$ cat config.mk
export PLATFORM = sky130hd
export DESIGN_NAME = uart_cmd_sender_flat
export DESIGN_NICKNAME = d
export VERILOG_FILES = /design/src/rtl/uart_cmd_sender_pkg.sv /design/src/rtl/uart_cmd_sender_if.sv /design/src/rtl/uart_ack_timer.sv /design/src/rtl/uart_cmd_sender.sv /design/src/flat_wrapper.sv
export SDC_FILE = /design/constraint.sdc
export NUM_CORES = 1
export LEC_CHECK = 0
export BUFFER_PORTS_ARGS = -buffer_cell sky130_fd_sc_hd__buf_2
export CORE_ASPECT_RATIO = 0.7
export CORE_MARGIN = 2
export CORE_UTILIZATION = 38
export CTS_CLUSTER_SIZE = 30
export DETAILED_ROUTE_END_ITERATION = 6
export PLACE_DENSITY = 0.56
export SYNTH_ARGS = -nofsm -noshare
export SYNTH_HDL_FRONTEND = slang
export SYNTH_SLANG_ARGS = --single-unit
$ cat constraint.sdc
create_clock -name clk_i -period 2.5 [get_ports clk_i]
set_input_delay 0.5 -clock clk_i [delete_from_list [all_inputs] [get_ports clk_i]]
set_output_delay 0.5 -clock clk_i [all_outputs]
set_load 0.005 [all_outputs]
$ cat src/rtl/uart_cmd_sender_pkg.sv
// Shared definitions for the UART heater-command protocol: opcodes, wire bytes, status codes.
// The command decoder on the remote side imports the same byte tables.
package uart_cmd_pkg;

  typedef enum logic [3:0] {
    OP_START       = 4'd0,
    OP_STOP        = 4'd1,
    OP_WRITE_SET   = 4'd2,
    OP_READ_SET    = 4'd3,
    OP_RW          = 4'd4,
    OP_QR          = 4'd5,
    OP_QW          = 4'd6,
    OP_ADDR_INC    = 4'd7,
    OP_ADDR_STATIC = 4'd8,
    OP_RESET       = 4'd9,
    OP_PORT_MASK   = 4'd10,
    OP_LENGTH      = 4'd11
  } cmd_op_t;

  typedef enum logic [1:0] {
    ErrNone    = 2'd0,
    ErrBadAck  = 2'd1,
    ErrTimeout = 2'd2,
    ErrBadOp   = 2'd3
  } err_code_t;

  typedef enum logic [2:0] {StIdle, StSend, StWaitLo, StWaitAck, StFinish} state_t;

  localparam logic [7:0] CmdStart      = 8'h30, AckStart      = 8'h41;
  localparam logic [7:0] CmdStop       = 8'h31, AckStop       = 8'h42;
  localparam logic [7:0] CmdWriteSet   = 8'h32, AckWriteSet   = 8'h43;
  localparam logic [7:0] CmdReadSet    = 8'h33, AckReadSet    = 8'h44;
  localparam logic [7:0] CmdRw         = 8'h34, AckRw         = 8'h45;
  localparam logic [7:0] CmdQr         = 8'h35, AckQr         = 8'h46;
  localparam logic [7:0] CmdQw         = 8'h36, AckQw         = 8'h47;
  localparam logic [7:0] CmdAddrInc    = 8'h37, AckAddrInc    = 8'h48;
  localparam logic [7:0] CmdAddrStatic = 8'h38, AckAddrStatic = 8'h49;
  localparam logic [7:0] CmdPortMask   = 8'h39, AckPortMask   = 8'h4A;
  localparam logic [7:0] CmdLength     = 8'h3A, AckLength     = 8'h4C;
  localparam logic [7:0] CmdReset      = 8'h40, AckReset      = 8'h4B;
  localparam logic [7:0] ErrChar       = 8'h3F;

  function automatic logic op_known(logic [3:0] op);
    return op <= OP_LENGTH;
  endfunction

  function automatic logic [7:0] cmd_byte(logic [3:0] op);
    logic [7:0] b;
    case (op)
      OP_START:       b = CmdStart;
      OP_STOP:        b = CmdStop;
      OP_WRITE_SET:   b = CmdWriteSet;
      OP_READ_SET:    b = CmdReadSet;
      OP_RW:          b = CmdRw;
      OP_QR:          b = CmdQr;
      OP_QW:          b = CmdQw;
      OP_ADDR_INC:    b = CmdAddrInc;
      OP_ADDR_STATIC: b = CmdAddrStatic;
      OP_RESET:       b = CmdReset;
      OP_PORT_MASK:   b = CmdPortMask;
      OP_LENGTH:      b = CmdLength;
      default:        b = 8'h00;
    endcase
    return b;
  endfunction

  function automatic logic [7:0] ack_byte(logic [3:0] op);
    logic [7:0] b;
    case (op)
      OP_START:       b = AckStart;
      OP_STOP:        b = AckStop;
      OP_WRITE_SET:   b = AckWriteSet;
      OP_READ_SET:    b = AckReadSet;
      OP_RW:          b = AckRw;
      OP_QR:          b = AckQr;
      OP_QW:          b = AckQw;
      OP_ADDR_INC:    b = AckAddrInc;
      OP_ADDR_STATIC: b = AckAddrStatic;
      OP_RESET:       b = AckReset;
      OP_PORT_MASK:   b = AckPortMask;
      OP_LENGTH:      b = AckLength;
      default:        b = ErrChar;
    endcase
    return b;
  endfunction

endpackage

$ cat src/rtl/uart_cmd_sender_if.sv
// Command handshake and status bundle between a host and uart_cmd_sender.
interface uart_cmd_sender_if;
    logic        cmd_valid;
    logic        cmd_ready;
    logic [3:0]  cmd_op;
    logic [31:0] cmd_port_mask;
    logic [3:0]  cmd_length;
    logic        done;
    logic        err;
    logic [1:0]  err_code;
    logic        busy;

    modport master (
        output cmd_valid, cmd_op, cmd_port_mask, cmd_length,
        input  cmd_ready, done, err, err_code, busy
    );

    modport slave (
        input  cmd_valid, cmd_op, cmd_port_mask, cmd_length,
        output cmd_ready, done, err, err_code, busy
    );
endinterface

$ cat src/rtl/uart_ack_timer.sv
// Ack timeout counter: cleared on WAIT_ACK entry, counts idle cycles, flags the last allowed one.
module uart_ack_timer #(
    parameter int unsigned TIMEOUT_CYCLES = 1000000
) (
    input  logic clk_i,
    input  logic rst_ni,
    input  logic clr_i,
    input  logic en_i,
    output logic expired_o
);
    localparam int unsigned TO_W = $clog2(TIMEOUT_CYCLES + 1);

    logic [TO_W-1:0] cnt_q, cnt_d;

    // Expired marks the TIMEOUT_CYCLES-th idle cycle, so the FSM leaves on that edge.
    assign expired_o = (cnt_q == TO_W'(TIMEOUT_CYCLES - 1));

    always_comb begin
        cnt_d = cnt_q;
        if (clr_i) begin
            cnt_d = '0;
        end else if (en_i && !expired_o) begin
            cnt_d = cnt_q + TO_W'(1);
        end
    end

    always_ff @(posedge clk_i or negedge rst_ni) begin
        if (!rst_ni) begin
            cnt_q <= '0;
        end else begin
            cnt_q <= cnt_d;
        end
    end
endmodule

$ cat src/rtl/uart_cmd_sender.sv
// Initiator side of the heater UART protocol: sends one command's bytes through tx,
// then waits for the single ack byte on rx and reports done or err.
module uart_cmd_sender
    import uart_cmd_pkg::*;
#(
    parameter int unsigned TIMEOUT_CYCLES = 1000000
) (
    input  logic               clk_i,
    input  logic               rst_ni,
    uart_cmd_sender_if.slave   cmd_if,
    output logic [7:0]         tx_din_o,
    output logic               tx_send_o,
    input  logic               tx_sent_i,
    input  logic               rx_receive_i,
    input  logic [7:0]         rx_dout_i,
    output logic               rx_received_o
);
    state_t          state_q, state_d;
    logic [4:0][7:0] buf_q, buf_d;
    logic [2:0]      idx_q, idx_d;
    logic [2:0]      n_q, n_d;
    logic [7:0]      ack_q, ack_d;
    err_code_t       code_q, code_d;
    logic            ok_q, ok_d;
    logic            skip_q;
    logic            accept, rx_fire;
    logic            to_clr, to_en, to_expired;

    assign accept = cmd_if.cmd_valid && cmd_if.cmd_ready;
    // One-cycle holdoff after each pop lets the rx drop its level; FINISH leaves bytes for IDLE.
    assign rx_fire = rx_receive_i && !skip_q && (state_q != StFinish);

    assign rx_received_o    = rx_fire;
    assign tx_send_o        = (state_q == StSend);
    assign tx_din_o         = (state_q == StSend) ? buf_q[idx_q] : 8'h00;
    assign cmd_if.cmd_ready = (state_q == StIdle) && rst_ni;
    assign cmd_if.busy      = (state_q != StIdle);
    assign cmd_if.done      = (state_q == StFinish) && ok_q;
    assign cmd_if.err       = (state_q == StFinish) && !ok_q;
    assign cmd_if.err_code  = code_q;

    uart_ack_timer #(
        .TIMEOUT_CYCLES(TIMEOUT_CYCLES)
    ) u_ack_timer (
        .clk_i     (clk_i),
        .rst_ni    (rst_ni),
        .clr_i     (to_clr),
        .en_i      (to_en),
        .expired_o (to_expired)
    );

    always_comb begin
        state_d = state_q;
        buf_d   = buf_q;
        idx_d   = idx_q;
        n_d     = n_q;
        ack_d   = ack_q;
        code_d  = code_q;
        ok_d    = ok_q;
        to_clr  = 1'b0;
        to_en   = 1'b0;
        unique case (state_q)
            StIdle: begin
                if (accept) begin
                    code_d = ErrNone;
                    idx_d  = '0;
                    if (op_known(cmd_if.cmd_op)) begin
                        buf_d    = '0;
                        buf_d[0] = cmd_byte(cmd_if.cmd_op);
                        ack_d    = ack_byte(cmd_if.cmd_op);
                        n_d      = 3'd1;
                        if (cmd_if.cmd_op == OP_PORT_MASK) begin
                            buf_d[1] = cmd_if.cmd_port_mask[31:24];
                            buf_d[2] = cmd_if.cmd_port_mask[23:16];
                            buf_d[3] = cmd_if.cmd_port_mask[15:8];
                            buf_d[4] = cmd_if.cmd_port_mask[7:0];
                            n_d      = 3'd5;
                        end else if (cmd_if.cmd_op == OP_LENGTH) begin
                            buf_d[1] = {4'h0, cmd_if.cmd_length};
                            n_d      = 3'd2;
                        end
                        state_d = StSend;
                    end else begin
                        code_d  = ErrBadOp;
                        ok_d    = 1'b0;
                        state_d = StFinish;
                    end
                end
            end
            StSend: begin
                if (tx_sent_i) state_d = StWaitLo;
            end
            StWaitLo: begin
                if (!tx_sent_i) begin
                    if (idx_q < (n_q - 3'd1)) begin
                        idx_d   = idx_q + 3'd1;
                        state_d = StSend;
                    end else begin
                        to_clr  = 1'b1;
                        state_d = StWaitAck;
                    end
                end
            end
            StWaitAck: begin
                // A byte arriving on the expiry cycle still gets judged on its value.
                if (rx_fire) begin
                    ok_d    = (rx_dout_i == ack_q);
                    code_d  = (rx_dout_i == ack_q) ? ErrNone : ErrBadAck;
                    state_d = StFinish;
                end else if (to_expired) begin
                    ok_d    = 1'b0;
                    code_d  = ErrTimeout;
                    state_d = StFinish;
                end else begin
                    to_en = 1'b1;
                end
            end
            StFinish: state_d = StIdle;
            default:  state_d = StIdle;
        endcase
    end

    always_ff @(posedge clk_i or negedge rst_ni) begin
        if (!rst_ni) begin
            state_q <= StIdle;
            buf_q   <= '0;
            idx_q   <= '0;
            n_q     <= '0;
            ack_q   <= '0;
            code_q  <= ErrNone;
            ok_q    <= 1'b0;
            skip_q  <= 1'b0;
        end else begin
            state_q <= state_d;
            buf_q   <= buf_d;
            idx_q   <= idx_d;
            n_q     <= n_d;
            ack_q   <= ack_d;
            code_q  <= code_d;
            ok_q    <= ok_d;
            skip_q  <= rx_fire;
        end
    end
endmodule

$ cat src/flat_wrapper.sv
// flat-port wrapper written by rule: the top's interface ports become plain ports
module uart_cmd_sender_flat import uart_cmd_pkg::*;
#(
    parameter int unsigned TIMEOUT_CYCLES = 1000000
)
  (clk_i, rst_ni, tx_din_o, tx_send_o, tx_sent_i, rx_receive_i, rx_dout_i, rx_received_o, cmd_if_cmd_valid, cmd_if_cmd_op, cmd_if_cmd_port_mask, cmd_if_cmd_length, cmd_if_cmd_ready, cmd_if_done, cmd_if_err, cmd_if_err_code, cmd_if_busy);
  uart_cmd_sender_if cmd_if_i ();
  input  logic clk_i;
  input  logic rst_ni;
  output logic [7:0] tx_din_o;
  output logic tx_send_o;
  input  logic tx_sent_i;
  input  logic rx_receive_i;
  input  logic [7:0] rx_dout_i;
  output logic rx_received_o;
  input wire logic [$bits(cmd_if_i.cmd_valid)-1:0] cmd_if_cmd_valid;
  input wire logic [$bits(cmd_if_i.cmd_op)-1:0] cmd_if_cmd_op;
  input wire logic [$bits(cmd_if_i.cmd_port_mask)-1:0] cmd_if_cmd_port_mask;
  input wire logic [$bits(cmd_if_i.cmd_length)-1:0] cmd_if_cmd_length;
  output wire logic [$bits(cmd_if_i.cmd_ready)-1:0] cmd_if_cmd_ready;
  output wire logic [$bits(cmd_if_i.done)-1:0] cmd_if_done;
  output wire logic [$bits(cmd_if_i.err)-1:0] cmd_if_err;
  output wire logic [$bits(cmd_if_i.err_code)-1:0] cmd_if_err_code;
  output wire logic [$bits(cmd_if_i.busy)-1:0] cmd_if_busy;
  assign cmd_if_i.cmd_valid = cmd_if_cmd_valid;
  assign cmd_if_i.cmd_op = cmd_if_cmd_op;
  assign cmd_if_i.cmd_port_mask = cmd_if_cmd_port_mask;
  assign cmd_if_i.cmd_length = cmd_if_cmd_length;
  assign cmd_if_cmd_ready = cmd_if_i.cmd_ready;
  assign cmd_if_done = cmd_if_i.done;
  assign cmd_if_err = cmd_if_i.err;
  assign cmd_if_err_code = cmd_if_i.err_code;
  assign cmd_if_busy = cmd_if_i.busy;
  uart_cmd_sender #(.TIMEOUT_CYCLES(TIMEOUT_CYCLES)) u_core (.clk_i(clk_i), .rst_ni(rst_ni), .cmd_if(cmd_if_i), .tx_din_o(tx_din_o), .tx_send_o(tx_send_o), .tx_sent_i(tx_sent_i), .rx_receive_i(rx_receive_i), .rx_dout_i(rx_dout_i), .rx_received_o(rx_received_o));
endmodule
==> results of run 1 <==
-- worst paths after layout --
kind / startpoint / endpoint / slack [ps]
min in group clk_i: cmd_if_cmd_port_mask[28] / u_core.buf_q[12] / 380
max in group asynchronous: rst_ni / u_core.n_q[1] / 1370
max: u_core.idx_q[0] / tx_din_o[0] / 140
min: rst_ni / u_core.state_q[0] / 40
max reg2reg: u_core.state_q[1] / u_core.buf_q[15] / 340
min reg2reg: u_core.buf_q[9] / u_core.buf_q[9] / 480
-- layout make-up --
cell class / instances / area (µm²)
repair buffers: 80 / 433
multi-input cells: 269 / 1880
clock inverters: 5 / 82.6
fillers: 962 / 5410
clock buffers: 11 / 253
flip-flops and latches: 77 / 1930
inverters: 12 / 45.0
well taps: 132 / 165
-- metal layers --
layer,vias up,wire [µm],GRT usage
li1,1534,-,-
met2,82,3700,0.225
met4,0,85,0.0374
met3,7,507,0.0569
met5,-,0,0
met1,1508,5420,0.297
-- state kept, by name (all words and copies together) (netlist names), 2 cells and up --
register and cells:
u_core.cmd_if.err_code 2, u_core.u_ack_timer.cnt_q 20, u_core.ack_q 6, u_core.buf_q 38, u_core.idx_q 3, u_core.n_q 3, u_core.state_q 3
-- report_power, final --
part	switching (W)	total (W)	internal, W
sequential	0.000320	0.00186	0.00154
combinational	0.000778	0.00152	0.000741
clock	0.000522	0.00145	0.000930
total	0.00162	0.00483	0.00321
-- synthesized netlist by cell type, drive strengths merged (2+ instances only) --
cell type and instances:
inv 12, or3 2, or4 2, mux4 7, clkbuf 7, a22oi 13, nor4 3, xnor2 6
nor3b 4, a22o 28, or3b 2, a31oi 2, or2 2, nor3 8, nor4b 3, and4 2
mux2i 3, nand3 16, o21a 3, dfrtp 77, nand4 7, nand2b 2, nor2 31, nand2 27
buf 12, a21oi 16, ha 10, o211ai 2, and3 4, o21ai 25, mux2 2, xor2 10
a221o 2, o31ai 3, and2 8
-- what timing repair did --
action / CTS / global route
pin swaps: 0 / 0
setup endpoints to repair: 8 / 4
gates resized for setup: 2 / 2
buffers inserted: 0 / 0
-- stage by stage --
stage               total power, W   util
finish                     0.00483  0.469
global route               0.00517  0.469
CTS                        0.00487  0.468
detailed placement         0.00339  0.435
global placement           0.00335  0.435
floorplan                  0.00288      -
-- kinds of logic after synthesis --
logic type | synth area share
flip-flops | 0.490
buffers and inverters | 0.0356
AO/OA/AOI/OAI | 0.180
AND/OR/NAND/NOR | 0.174
multiplexers | 0.0534
adder cells (fa/ha/maj) | 0.0318
XOR/XNOR | 0.0356
==> summary.txt, run 1 <==
Floorplanning
  • Core Footprint: 10200 µm²
  • Die Y-Extent: 89.1 µm
  • Top Ports: 69
  • Die Span X: 126 µm
  • Die ar.: 11200 µm²
  • # rows: 31
  • Initial Util: 0.386

Synthesis
  • Post-synth top area share: 0.490
  • Register area share after synthesis: 0.490
  • Syn. warnings: 0
  • Post-Synthesis Cells: 377
  • Synth Net Count: 440
  • EDFF count, synth: 0
  • Flops & latches, synth: 77
  • Yosys cell types: 58
  • Post-Syn Area per Cell: 10.4 µm²
  • Synth async-reset ratio: 1.00
  • Cell accounting for the most synthesized area: dfrtp_1
  • Synth area leaders: dfrtp_1, a22o_1, mux4_2
  • Synthesized area: 3930 µm²
  • Primary FF master, synth: dfrtp_1

Power and ir drop
  • P_leak: 2.22 nW
  • Peak supply drop: 0.387 mV
  • Pwr Density: 1010 nW/µm²

Critical path
  • Worst path depth: 4
  • CP delay by family, top: multiplexers
  • Kind of critical path: register to primary output
  • Worst Path Arrival: 1860 ps
  • Worst stage delay on the critical path: 590 ps
  • CP Max Fanout: 13
  • CP Cell Sequence: mux4_2 -> a22oi_1 -> nor2_1 -> buf_2
  • Worst Path Buf+Inv: 1
  • Slowest CP cell: mux4_2
  • CP required: 2000 ps
  • FF-to-FF path depth: 6
  • Startpoint Class: register
  • CP Capture Type: primary output

Drt
  • DRC Markers: 0
  • Drt wl/cell: 16.6 µm
  • DRT Pass-1 Iters: 4
  • Final ANT Viol Nets: 0
  • 1st-iter DRT viols: 229
  • Post-DR vias/cell: 5.34
  • Via count: 3131
  • Overall routed net length: 9710 µm

STA
  • Final setup margin: 143 ps
  • Slew @ Worst Pin: 813 ps
  • Max-slew violation count: 0
  • Setup Skew: 7.14 ps
  • Final hold violations: 0
  • Tmin final: 2360 ps
  • RSZ-0062 raised after global routing: false
  • Worst hold slack: 36.6 ps
  • TNS Setup: 0 ps
  • Slew headroom: 0.458
  • Final setup viols: 0
  • Period utilization: 0.943
  • Fmax: 424 MHz

CTS
  • Cts hold-fix bufs: 0
  • Root buffer cell: clkbuf_16
  • H-tree depth: 3
  • Clk pin slew, worst setup/hold paths: 60 ps
  • Num CTS Buffers: 9
  • CTS sink cnt: 77
  • CTS tree: done
  • Max clock buf depth: 2
  • Clock latency on the worst-skew pair: 340 ps

GRT
  • First-pass GRT wire length: 15600 µm
  • Total global routing track utilization: 0.181
  • Vias in the first global route: 2899
  • Initial antenna violation count: 0
  • GRT overflow: 0
  • Largest net degree at the start of global routing: 64

Placed design
  • GPL Wtd Cong: 0.801
  • Post-DP HPWL: 7040 µm
  • Placed cell area: 4440 µm²
  • Place WS: 179 ps
  • # port buffers: 68
  • Placed cells: 570

Layout
  • Fin area: 4790 µm²
  • Layout area overhead: 21.7%
  • Leading cell type in the layout, fill and taps excluded: dfrtp_1
  • Ant diodes: 0
  • NumNets Final: 512
  • Cell Count, Final, Fillers Out: 586
  • Share of cells above drive strength 1: 0.251
  • Most frequent cells in the layout: dfrtp_1, buf_2, nor2_1

Run status
  • Status: complete, no violations

Worst hold path
  • Min-Delay Path Class: input pin to async pin

Run
  • Max Cap Violations: 0
(Power assumes the default switching activity.)
==> run 2, diff against run 1 <==
- PLACE_DENSITY: 0.56 -> 0.61
- clock period: 2.5 -> 2.52 ns (I/O delays scaled with it)
==> run 2 against run 1 <==
Against the previous run: routed wire length grew 1.1%; setup slack improved by 37 ps; total power is 0.71% higher; clock skew down 4.0 ps; sequential power about the same; sequential share of layout area shrank 0.12 points; clock power grew 5%; flip-flop and latch count is the same; combinational power about the same; clock-buffer cell count shrank 2; utilization is 0.13 points higher; first-iteration DRC count is 37% higher; critical endpoint is now tx_din_o[6].
==> summary.txt, run 2 (synthesized netlist as in run 1, its figures left out) <==
CTS
  • Cts hold-fix bufs: 0 (unchanged)
  • Max clock buf depth: 2 (unchanged)
  • Root buffer cell: clkbuf_16 (unchanged)
  • Post-CTS Setup Inserts: 0 (unchanged)
  • Clock latency on the worst-skew pair: 340 ps (about the same)
  • CTS sink cnt: 77 (unchanged)
  • CTS tree: done (unchanged)
  • H-tree depth: 3 (unchanged)
  • Num CTS Buffers: 9 (unchanged)
  • Clk pin slew, worst setup/hold paths: 60 ps (about the same)

STA
  • TNS Setup: 0 ps (unchanged)
  • Fmax: 427 MHz
  • Tmin final: 2340 ps
  • Worst hold slack: 287 ps (was 36.6 ps)
  • Setup Skew: 3.17 ps (was 7.14 ps)
  • Period utilization: 0.929
  • Max-slew violation count: 0 (unchanged)
  • Slew headroom: 0.568 (was 0.458)
  • Final setup viols: 0 (unchanged)
  • Slew @ Worst Pin: 642 ps (was 813 ps)
  • Final hold violations: 0 (unchanged)
  • RSZ-0062 raised after global routing: false (unchanged)

Run
  • Max Cap Violations: 0 (unchanged)

Run status
  • Status: complete, no violations (unchanged)

Floorplanning
  • Initial Util: 0.386 (unchanged)
  • Core Footprint: 10200 µm² (unchanged)
  • Top Ports: 69 (unchanged)
  • Die Span X: 126 µm (unchanged)
  • Die Y-Extent: 89.1 µm (unchanged)
  • # rows: 31 (unchanged)
  • Die ar.: 11200 µm² (unchanged)

Drt
  • Via count: 3215 (was 3131)
  • Drt wl/cell: 16.7 µm (was 16.6 µm)
  • Overall routed net length: 9810 µm (was 9710 µm)
  • 1st-iter DRT viols: 313 (was 229)
  • DRC Markers: 0 (unchanged)
  • Post-DR vias/cell: 5.48 (was 5.34)
  • Final ANT Viol Nets: 0 (unchanged)
  • DRT Pass-1 Iters: 4 (unchanged)

Layout
  • Top reg by flops: u_core.buf_q (unchanged)
  • Biggest regs: u_core.buf_q x38, u_core.u_ack_timer.cnt_q x20, u_core.ack_q x6 (unchanged)
  • Cell Count, Final, Fillers Out: 587 (was 586)
  • Fillers: 971 (was 962)
  • Layout area overhead: 22.0% (was 21.7%)
  • Max reg flops: 38 (unchanged)
  • Leading cell type in the layout, fill and taps excluded: dfrtp_1 (unchanged)
  • NumNets Final: 513 (was 512)
  • Most frequent cells in the layout: dfrtp_1, buf_2, nor2_1 (unchanged)
  • Share of cells above drive strength 1: 0.253 (was 0.251)
  • Register area: 1930 µm² (unchanged)
  • Final core occ: 0.471 (was 0.469)
  • Area of the multi-input gates: 1870 µm² (was 1880 µm²)
  • Ant diodes: 0 (unchanged)

Critical path
  • CP required: 2020 ps (was 2000 ps)
  • CP Max Fanout: 13 (unchanged)
  • Kind of critical path: register to primary output (unchanged)
  • Worst Path Arrival: 1840 ps (was 1860 ps)
  • CP Capture Type: primary output (unchanged)
  • Startpoint Class: register (unchanged)

Placed design
  • GPL Wtd Cong: 0.808 (was 0.801)
  • Post-DP HPWL: 6970 µm (was 7040 µm)
  • # port buffers: 68 (unchanged)
  • Placed cells: 571 (was 570)

Power and ir drop
  • Pwr Density: 1010 nW/µm² (about the same)
  • Peak supply drop: 0.448 mV (was 0.387 mV)
  • Overall power: 0.00487 W (was 0.00483 W)
  • P_leak: 2.23 nW (was 2.22 nW)

GRT
  • Initial antenna violation count: 0 (unchanged)
  • First-pass GRT wire length: 15600 µm (about the same)
  • Largest net degree at the start of global routing: 47 (was 64)
  • GRT overflow: 0 (unchanged)
  • Total global routing track utilization: 0.181 (about the same)
  • Vias in the first global route: 2947 (was 2899)

Worst hold path
  • Min-Delay Path Class: input pin to async pin (unchanged)
## run 2: cell count changes in the layout (fill, tap and decap cells not counted)
cell and delta:
clkinvlp_4 +2, clkinv_4 -1, nor3_2 +1, clkbuf_8 -2, bufinv_16 +1, inv_6 +1, clkinv_2 -1, nor3_4 -1
buf_4 +1
## run 2: through the flow
step | instance area (µm²) | worst slack [ps]
global route | 4800 | 37.3
global placement | 4440 | 287
finish | 4800 | 180
detailed placement | 4440 | 179
CTS | 4800 | 95.3
floorplan | 3930 | 499
## run 2: worst paths after layout
| path | slack, ps | startpoint | cells past startpoint | to |
|---|---|---|---|---|
| max in group asynchronous | 1370 | rst_ni | 3 | u_core.buf_q[17] |
| min in group clk_i | 380 | cmd_if_cmd_port_mask[2] | 2 | u_core.buf_q[34] |
| max | 180 | u_core.idx_q[0] | 4 | tx_din_o[6] |
| max reg2reg | 240 | u_core.u_ack_timer.cnt_q[6] | 6 | u_core.u_ack_timer.cnt_q[1] |
| min | 290 | rst_ni | 2 | u_core.skip_q |
| min reg2reg | 480 | u_core.buf_q[0] | 2 | u_core.buf_q[0] |
## run 2: per-layer routing
metal  wire [µm]  GRT usage  up-vias  part of all wire
met5           0          0        -                 0
met3         618     0.0592        4             0.063
met1        5100      0.285     1595              0.52
met4          41     0.0384        0            0.0042
li1            -          -     1539                 -
met2        4060      0.239       77              0.41
## run 2: final cells by class
class / instances / area share
sequential: 77 / 0.402
multi-input combinational: 269 / 0.390
timing repair buffer: 81 / 0.0917
clock buffer: 9 / 0.0469
tap: 132 / 0.0344
clock inverter: 7 / 0.0255
inverter: 12 / 0.00938
## run 2: power breakdown
group          internal, W  switching [W]  total (W)
sequential         0.00153       0.000322    0.00185
clock             0.000972       0.000547    0.00152
combinational     0.000735       0.000763    0.00150
## run 2: worst max-delay path, stage by stage (launching register included)
cell	delay [ps]
dfrtp_4	570
mux4_2	550
a22oi_1	190
nor2_1	50
buf_2	130
## run 2: what timing repair did
item,4_1_cts,5_1_grt
resized for setup,2,1
hold endpoints to repair,0,0
endpoints found under the setup margin,8,3
